[src/rtl/mux_arb_pkg.sv]
// rtl/mux_arb_pkg.sv - shared types and round-robin search helper for mux_select_arbiter
package mux_arb_pkg;

  typedef enum logic {
    IDLE  = 1'b0,
    GRANT = 1'b1
  } arb_state_e;

  // Upper bound on requesters the search helper handles; the select index
  // type is sized for it and narrowed by each user to $clog2(NUM_REQ).
  localparam int MAX_REQ   = 16;
  localparam int SEL_MAX_W = 4;

  typedef logic [SEL_MAX_W-1:0] sel_idx_t;

  // First set bit at or after ptr, wrapping modulo n. Returns 0 when no bit is set.
  function automatic sel_idx_t next_req(input logic [MAX_REQ-1:0] req,
                                        input sel_idx_t          ptr,
                                        input int                n);
    sel_idx_t idx;
    logic     hit;
    int       k;
    idx = '0;
    hit = 1'b0;
    for (int i = 0; i < MAX_REQ; i++) begin
      k = int'(ptr) + i;
      if (k >= n) k = k - n;
      if (i < n && !hit && req[k[SEL_MAX_W-1:0]]) begin
        idx = k[SEL_MAX_W-1:0];
        hit = 1'b1;
      end
    end
    return idx;
  endfunction

endpackage

[src/rtl/rr_pick.sv]
// rtl/rr_pick.sv - combinational round-robin pick of the first request at or after ptr
module rr_pick
  import mux_arb_pkg::*;
#(
  parameter int NUM_REQ = 2
) (
  input  logic [NUM_REQ-1:0]         req_i,
  input  logic [$clog2(NUM_REQ)-1:0] ptr_i,
  output logic [$clog2(NUM_REQ)-1:0] idx_o,
  output logic                       found_o
);

  localparam int SEL_W = $clog2(NUM_REQ);

  logic [MAX_REQ-1:0] req_pad;
  sel_idx_t           pick;

  // Widen the request vector to the helper's width and narrow the result back.
  always_comb begin
    req_pad                = '0;
    req_pad[NUM_REQ-1:0]   = req_i;
    pick                   = next_req(req_pad, sel_idx_t'(ptr_i), NUM_REQ);
    idx_o                  = pick[SEL_W-1:0];
    found_o                = |req_i;
  end

endmodule

[src/rtl/mux_select_arbiter.sv]
// rtl/mux_select_arbiter.sv - round-robin owner of a shared mux select with a registered output stage
module mux_select_arbiter
  import mux_arb_pkg::*;
#(
  parameter int NUM_REQ  = 2,
  parameter int WIDTH    = 1,
  parameter int MAX_HOLD = 4
) (
  input  logic                       clk_i,
  input  logic                       rst_ni,
  input  logic [NUM_REQ-1:0]         req_i,
  input  logic [NUM_REQ*WIDTH-1:0]   data_i,
  output logic [NUM_REQ-1:0]         gnt_o,
  output logic [$clog2(NUM_REQ)-1:0] select_o,
  output logic                       valid_o,
  input  logic                       ready_i,
  output logic [WIDTH-1:0]           data_o,
  output logic                       busy_o
);

  localparam int SEL_W  = $clog2(NUM_REQ);
  localparam int HOLD_W = (MAX_HOLD > 1) ? $clog2(MAX_HOLD) : 1;
  localparam logic [SEL_W-1:0]  LAST_IDX  = SEL_W'(NUM_REQ - 1);
  localparam logic [HOLD_W-1:0] HOLD_LAST = HOLD_W'(MAX_HOLD - 1);

  arb_state_e        state_q, state_d;
  logic [SEL_W-1:0]  ptr_q, ptr_d;
  logic [SEL_W-1:0]  select_q, select_d;
  logic [HOLD_W-1:0] hold_q, hold_d;
  logic              valid_q, valid_d;
  logic [WIDTH-1:0]  data_q, data_d;

  logic [SEL_W-1:0]  pick_idx;
  logic              pick_found;
  logic              open;
  logic              req_sel;
  logic              accept;
  logic [WIDTH-1:0]  data_sel;

  rr_pick #(.NUM_REQ(NUM_REQ)) u_pick (
    .req_i   (req_i),
    .ptr_i   (ptr_q),
    .idx_o   (pick_idx),
    .found_o (pick_found)
  );

  // Beat accept: the owner's beat is taken when it requests and the output slot is free or draining.
  always_comb begin
    open     = !valid_q || ready_i;
    req_sel  = req_i[select_q];
    data_sel = data_i[select_q*WIDTH +: WIDTH];
    accept   = (state_q == GRANT) && req_sel && open;
    gnt_o    = '0;
    if (accept) gnt_o[select_q] = 1'b1;
  end

  // Next state: ownership FSM, hold counter, output register with accept/drain overlap.
  always_comb begin
    state_d  = state_q;
    ptr_d    = ptr_q;
    select_d = select_q;
    hold_d   = hold_q;
    valid_d  = valid_q;
    data_d   = data_q;

    if (valid_q && ready_i) valid_d = 1'b0;
    if (accept) begin
      valid_d = 1'b1;
      data_d  = data_sel;
      hold_d  = hold_q + HOLD_W'(1);
    end

    case (state_q)
      IDLE: begin
        if (pick_found) begin
          select_d = pick_idx;
          hold_d   = '0;
          state_d  = GRANT;
        end
      end
      GRANT: begin
        // Release only while the slot is open, so backpressure never moves ownership.
        if ((accept && hold_q == HOLD_LAST) || (open && !req_sel)) begin
          state_d = IDLE;
          ptr_d   = (select_q == LAST_IDX) ? '0 : select_q + SEL_W'(1);
          hold_d  = '0;
        end
      end
      default: state_d = IDLE;
    endcase
  end

  // State registers, cleared asynchronously; a held beat is discarded on reset.
  always_ff @(posedge clk_i or negedge rst_ni) begin
    if (!rst_ni) begin
      state_q  <= IDLE;
      ptr_q    <= '0;
      select_q <= '0;
      hold_q   <= '0;
      valid_q  <= 1'b0;
      data_q   <= '0;
    end else begin
      state_q  <= state_d;
      ptr_q    <= ptr_d;
      select_q <= select_d;
      hold_q   <= hold_d;
      valid_q  <= valid_d;
      data_q   <= data_d;
    end
  end

  assign select_o = select_q;
  assign valid_o  = valid_q;
  assign data_o   = data_q;
  assign busy_o   = (state_q == GRANT);

endmodule

[config.mk]
export PLATFORM = sky130hd
export DESIGN_NAME = mux_select_arbiter
export DESIGN_NICKNAME = d
export VERILOG_FILES = /design/src/rtl/mux_arb_pkg.sv /design/src/rtl/rr_pick.sv /design/src/rtl/mux_select_arbiter.sv
export SDC_FILE = /design/constraint.sdc
export NUM_CORES = 1
export LEC_CHECK = 0
export CORE_AREA = 2 2 39 41
export DETAILED_ROUTE_END_ITERATION = 12
export DIE_AREA = 0 0 41 43
export DONT_BUFFER_PORTS = 1
export PLACE_DENSITY = 0.44
export SLEW_MARGIN = 30
export SYNTH_ARGS = -nofsm -noshare
export SYNTH_HDL_FRONTEND = slang
export SYNTH_HIERARCHICAL = 1
export SYNTH_SLANG_ARGS = --single-unit
[constraint.sdc]
create_clock -name clk_i -period 1.2 [get_ports clk_i]
set_input_delay 0.24 -clock clk_i [delete_from_list [all_inputs] [get_ports clk_i]]
set_output_delay 0.24 -clock clk_i [all_outputs]
set_load 0.05 [all_outputs]
# After elaboration in Yosys (flattened, before gate mapping)
# Index checks and enable logic that the tools add are counted.
dict set report totals {
  regBits 7
  latch_bits 0
  mem_bits_rw 0
  rom_bits 0
  input_bits 7
  output_inout_bits 6
  wordCells 60
  mem_count 0
}
dict set report classes {
  add_sub_neg 5
  multipliers 0
  div 0
  n_lt_le_gt_ge 6
  eq_ne 1
  n_shift 1
  mux 24
  n_bitwise 1
  n_reduce_logical 16
}
# operator count
set ops {}
lappend ops {{$ge A32 B3 Y1 const B} 1}
lappend ops {{$mux W1} 13}
lappend ops {{$lt A4 B5 Y1 const B} 2}
lappend ops {{$bmux W1 S4} 2}
lappend ops {{$mux W2} 4}
lappend ops {{$mux W4} 2}
lappend ops {{$logic_and A1 B1 Y1} 7}
lappend ops {{$pmux W2 S2} 1}
lappend ops {{$reduce_and A2 Y1} 2}
lappend ops {{$sub A4 B3 Y4 const B} 1}
lappend ops {{$logic_not A1 Y1} 3}
lappend ops {{$sub A1 B2 Y3 const B} 1}
lappend ops {{$add A1 B1 Y2 const B} 1}
lappend ops {{$add A2 B1 Y2 const B} 1}
lappend ops {{$eq A2 B2 Y1 const B} 1}
lappend ops {{$ge A1 B2 Y1 const B} 1}
lappend ops {{$logic_or A1 B1 Y1} 2}
lappend ops {{$lt A1 B2 Y1 const B} 1}
lappend ops {{$pmux W1 S2} 1}
lappend ops {{$reduce_bool A2 Y1} 1}
lappend ops {{$reduce_or A2 Y1} 1}
lappend ops {{$shiftx A2 B2 Y1} 1}
lappend ops {{$add A1 B1 Y1 const B} 1}
lappend ops {{$demux W1 S1} 1}
lappend ops {{2 further kinds} 2}

# Logic depth before layout (Yosys ltp)
dict set report depth {
  depth_word 8
  mapped_depth 4
  ltp_nobuf 4
}

# Modules after synthesis
# Netlist, hierarchy kept.
# mod instances cells_each area_each_um2 seq_area_each_um2
set modules_own_cells {}
lappend modules_own_cells {mux_select_arbiter 1 41 396.6 175.2}
lappend modules_own_cells {rr_pick 1 3 17.5 0.0}

# Worst setup path after synthesis
# No wires, ideal clock.
dict set report synth_timing {
  path_kind {register to output}
  start {register state_q (netlist: busy_o)}
  end {output port gnt_o[0]}
  arrival_ps 2186
  required_time_ps 960
  path_slack_ps -1226
  path_stages_with_launch 4
  n_path_buf 1
  cell_sequence {dfrtp_1 -> buf_2 -> nand2_1 -> nor3b_1}
}
dict set report synth_between {
  elab_chain_cells 3
}
# item line
set synth_lines {}
lappend synth_lines {{from (decl)} mux_select_arbiter.sv:26} ;# arb_state_e state_q, state_d;
lappend synth_lines {{from (signal assigned)} mux_select_arbiter.sv:103} ;# state_q <= state_d;
lappend synth_lines {{$logic_and A1 B1 Y1 (2 in series)} mux_select_arbiter.sv:52} ;# accept = (state_q == GRANT) && req_sel && open;
lappend synth_lines {{$mux W2} mux_select_arbiter.sv:54} ;# if (accept) gnt_o[select_q] = 1'b1;
lappend synth_lines {{to (decl)} mux_select_arbiter.sv:13} ;# output logic [NUM_REQ-1:0] gnt_o,
# Every way passes these cells.

# Final worst setup path
dict set report layout_timing {
  start {register valid_q (netlist: valid_o)}
  end {output port gnt_o[0]}
}
dict set report layout_between {
  elab_chain_cells 4
}
# item line
set layout_lines {}
lappend layout_lines {{from (decl)} mux_select_arbiter.sv:30} ;# logic valid_q, valid_d;
lappend layout_lines {{from (signal assigned)} mux_select_arbiter.sv:107} ;# valid_q <= valid_d;
lappend layout_lines {{$logic_not A1 Y1} mux_select_arbiter.sv:49} ;# open = !valid_q || ready_i;
lappend layout_lines {{$logic_or A1 B1 Y1} mux_select_arbiter.sv:49}
lappend layout_lines {{$logic_and A1 B1 Y1} mux_select_arbiter.sv:52}
lappend layout_lines {{$mux W2} mux_select_arbiter.sv:54}
# Every way passes these cells.

==> results.cfg <==
[placed_design]
dp.cells = 71
io_buffer_count = 0
routabilityCongestion = 0.720
hpwlAfterDp_um = 846

[global_route]
grt_max_degree = 8
met1_usage = 0.195
antenna_found_initial = 0
grt_pass1_wl_mm = 1.93
grt_pass1_vias = 458
gr-max-usage-layer = met2
track_usage = 0.168
use_met3 = 0.0524
grt_overflow = 0
grtUsageMet2 = 0.266

[worst_setup_path]
critPathMaxFanout = 4
crit_start = valid_o$_DFFE_PN0P_
crit_path_end_kind = primary output
crit_arrival_ps = 1220
crit_type = reg -> out
cp-start-kind = register
required_ps = 960
worstReg2RegStart = select_o$_DFFE_PN0P_

[yosys]
synth_top_cell_area_share = 0.423
yosys_most_used_dff = dfrtp_1
yosys.area.top_type = dfrtp_1
ys_seq_area_frac = 0.423
synth_most_common_cell = dfrtp_1
synthTopCellsByArea = dfrtp_1 42%, nand2_1 4.5%, a31o_1 4.2%
synthTopCellsByCount = 7 x dfrtp_1, 5 x nand2_1, 4 x inv_1, 3 x nand3_1
syn-cell-area_um2 = 414
syn-num-nets = 52
synth-async-reset-ratio = 1.00
ys_types = 24
synth_seq_cells = 7
postSynthAreaPerCell_um2 = 9.41
synth-warning-count = 6
synth-edff-count = 0
syn_inst = 44

[final_layout]
finish.utilization = 0.530
instances_no_fill = 83
antenna_cells = 0
fin_nets = 76
syn_to_final_growth_pct = 77.0
fillers = 135
drive_gt1_frac = 0.582

[detailed_routing]
first_iter_violations = 4
avgViaCountPerCell = 5.02
wl_mm = 1.14
ant_nets = 0
first_pass_iters = 4
drcViolationCount = 0
vias = 417
wl_per_cell_um = 13.8

[power_and_ir_drop]
power_switching_w = 0.000916
p_int_w = 0.00120
seqPwrFrac = 0.222
power.density_nw_per_um2 = 2890
pwr-share-comb = 0.676
switching_share = 0.432
p_leak_nw = 0.337
peakVddDrop_v = 0.00120
clkPwrFrac = 0.102

[floorplanning]
rows = 14
dieArea_um2 = 1760
io-pin-count = 13
die_h_um = 43
initial_core_util = 0.299
core_region_area_um2 = 1380
die_w_um = 41

[sta]
setup_viol = 11
setup_slack_ps = -260
slew_headroom = 0.772
min_period_ps = 1460
finalHoldViolCount = 0
rsz0062_at_grt = true
fmax_mhz = 685
worst_pin_slew_ps = 341
skew_ps = 3.25
holdWs_ps = 277
maxSlewViolCount = 0
period_share = 1.22

[clock_tree]
cts_buffers = 3
insertion_delay_ps = 250
cts_root_buf = clkbuf_4
htreeDepth = 1
clkTransAtPathRegs_ps = 50
cts_buffer_depth = 2
cts_tree = done
cts_sinks = 7

[flow_run]
maxCapViolations = 0

[hold_path]
min_from = req_i[0]
hold_class = in -> reg

[outcome]
status = complete, but fails checks
failed_checks = negative setup slack
[metrics by stage]
| stage | worst slack [ps] | power, W | instance area, um^2 | setup TNS [ps] |
|---|---|---|---|---|
| floorplan | -344 | 0.00123 | 474 | -614 |
| global placement | -66.3 | 0.00157 | 594 | -77.7 |
| detailed placement | -91.4 | 0.00160 | 594 | -107 |
| CTS | -272 | 0.00205 | 706 | -1160 |
| global route | -317 | 0.00226 | 733 | -1730 |
| finish | -260 | 0.00212 | 733 | -1280 |
[registers in the layout, summed over array words and instances, names as in the netlist]
| name | count |
|---|---|
| ptr_q | 1 |
| select_o | 1 |
| data_o | 1 |
| valid_o | 1 |
| busy_o | 1 |
| hold_q | 2 |
[worst max-delay path, cell delays in order, from the launching register on]
cell      delay (ps)
dfrtp_2          420
nand2b_4         100
nand2_8           60
nor3b_4          220
buf_12           170
[routing by layer]
| metal | share of wire | up-vias |
|---|---|---|
| met5 | 0 | - |
| met4 | 0.0035 | 0 |
| met3 | 0.043 | 2 |
| met2 | 0.54 | 11 |
| met1 | 0.41 | 201 |
| li1 | - | 203 |
[cell usage in the layout, fill, tap and decap left out, types with 2 or more instances in the layout]
cell / netlist / routed
nand2_1: 5 / 4
a31o_1: 2 / 2
dfrtp_1: 7 / 4
buf_4: 0 / 12
buf_8: 0 / 2
buf_6: 0 / 4
clkbuf_4: 0 / 3
inv_2: 0 / 2
buf_12: 0 / 2
inv_1: 4 / 2
nand3_1: 3 / 3
dfrtp_2: 0 / 3
nand2b_4: 0 / 2
o21ai_0: 2 / 2
[power by group through the flow]
stage	clock (W)	sequential, W	combinational (W)
2_1_floorplan	0	0.000672	0.000562
3_3_place_gp	0	0.000472	0.00110
3_5_place_dp	0	0.000479	0.00112
4_1_cts	0.000229	0.000471	0.00135
5_1_grt	0.000240	0.000487	0.00154
6_report	0.000216	0.000470	0.00143
[cell families (layout without fill, tap and decap cells)]
| logic type | after synthesis | in the layout | share of synthesized area |
|---|---|---|---|
| flops | 7 | 7 | 0.423 |
| mux | 1 | 1 | 0.0362 |
| fa+ha+maj | 1 | 1 | 0.0302 |
| buf+inv | 6 | 29 | 0.0604 |
| simple gates | 16 | 16 | 0.208 |
| compound gates | 13 | 13 | 0.242 |
[final cells by class]
class	instances	area (um^2)	share of cell area
Timing Repair Buffer	21	215	0.294
Inverter	4	15.0	0.0205
Tap cell	16	20.0	0.0273
Multi-Input combinational cell	31	278	0.379
Clock buffer	4	26.3	0.0358
Sequential cell	7	179	0.244
[final timing paths]
kind | cells past startpoint | slack, ps | end
setup / recovery | 4 | -260 | gnt_o[0]
hold reg to reg | 1 | 500 | data_o$_DFFE_PN0P_
hold / removal | 2 | 280 | select_o$_DFFE_PN0P_
setup reg to reg | 5 | -120 | busy_o$_DFF_PN0_
max in group asynchronous | 1 | 600 | valid_o$_DFFE_PN0P_
min in group asynchronous | 1 | 330 | hold_q[1]$_DFF_PN0_
[what timing repair did]
action / CTS / global route
setup endpoints to repair: 4 / 11
pin swaps: 1 / 1
buffers inserted: 5 / 2
hold buffers: 1 / 0
resized for setup: 10 / 5
hold endpoints to repair: 7 / 0
Note: power is estimated with default switching activity, not from simulation.
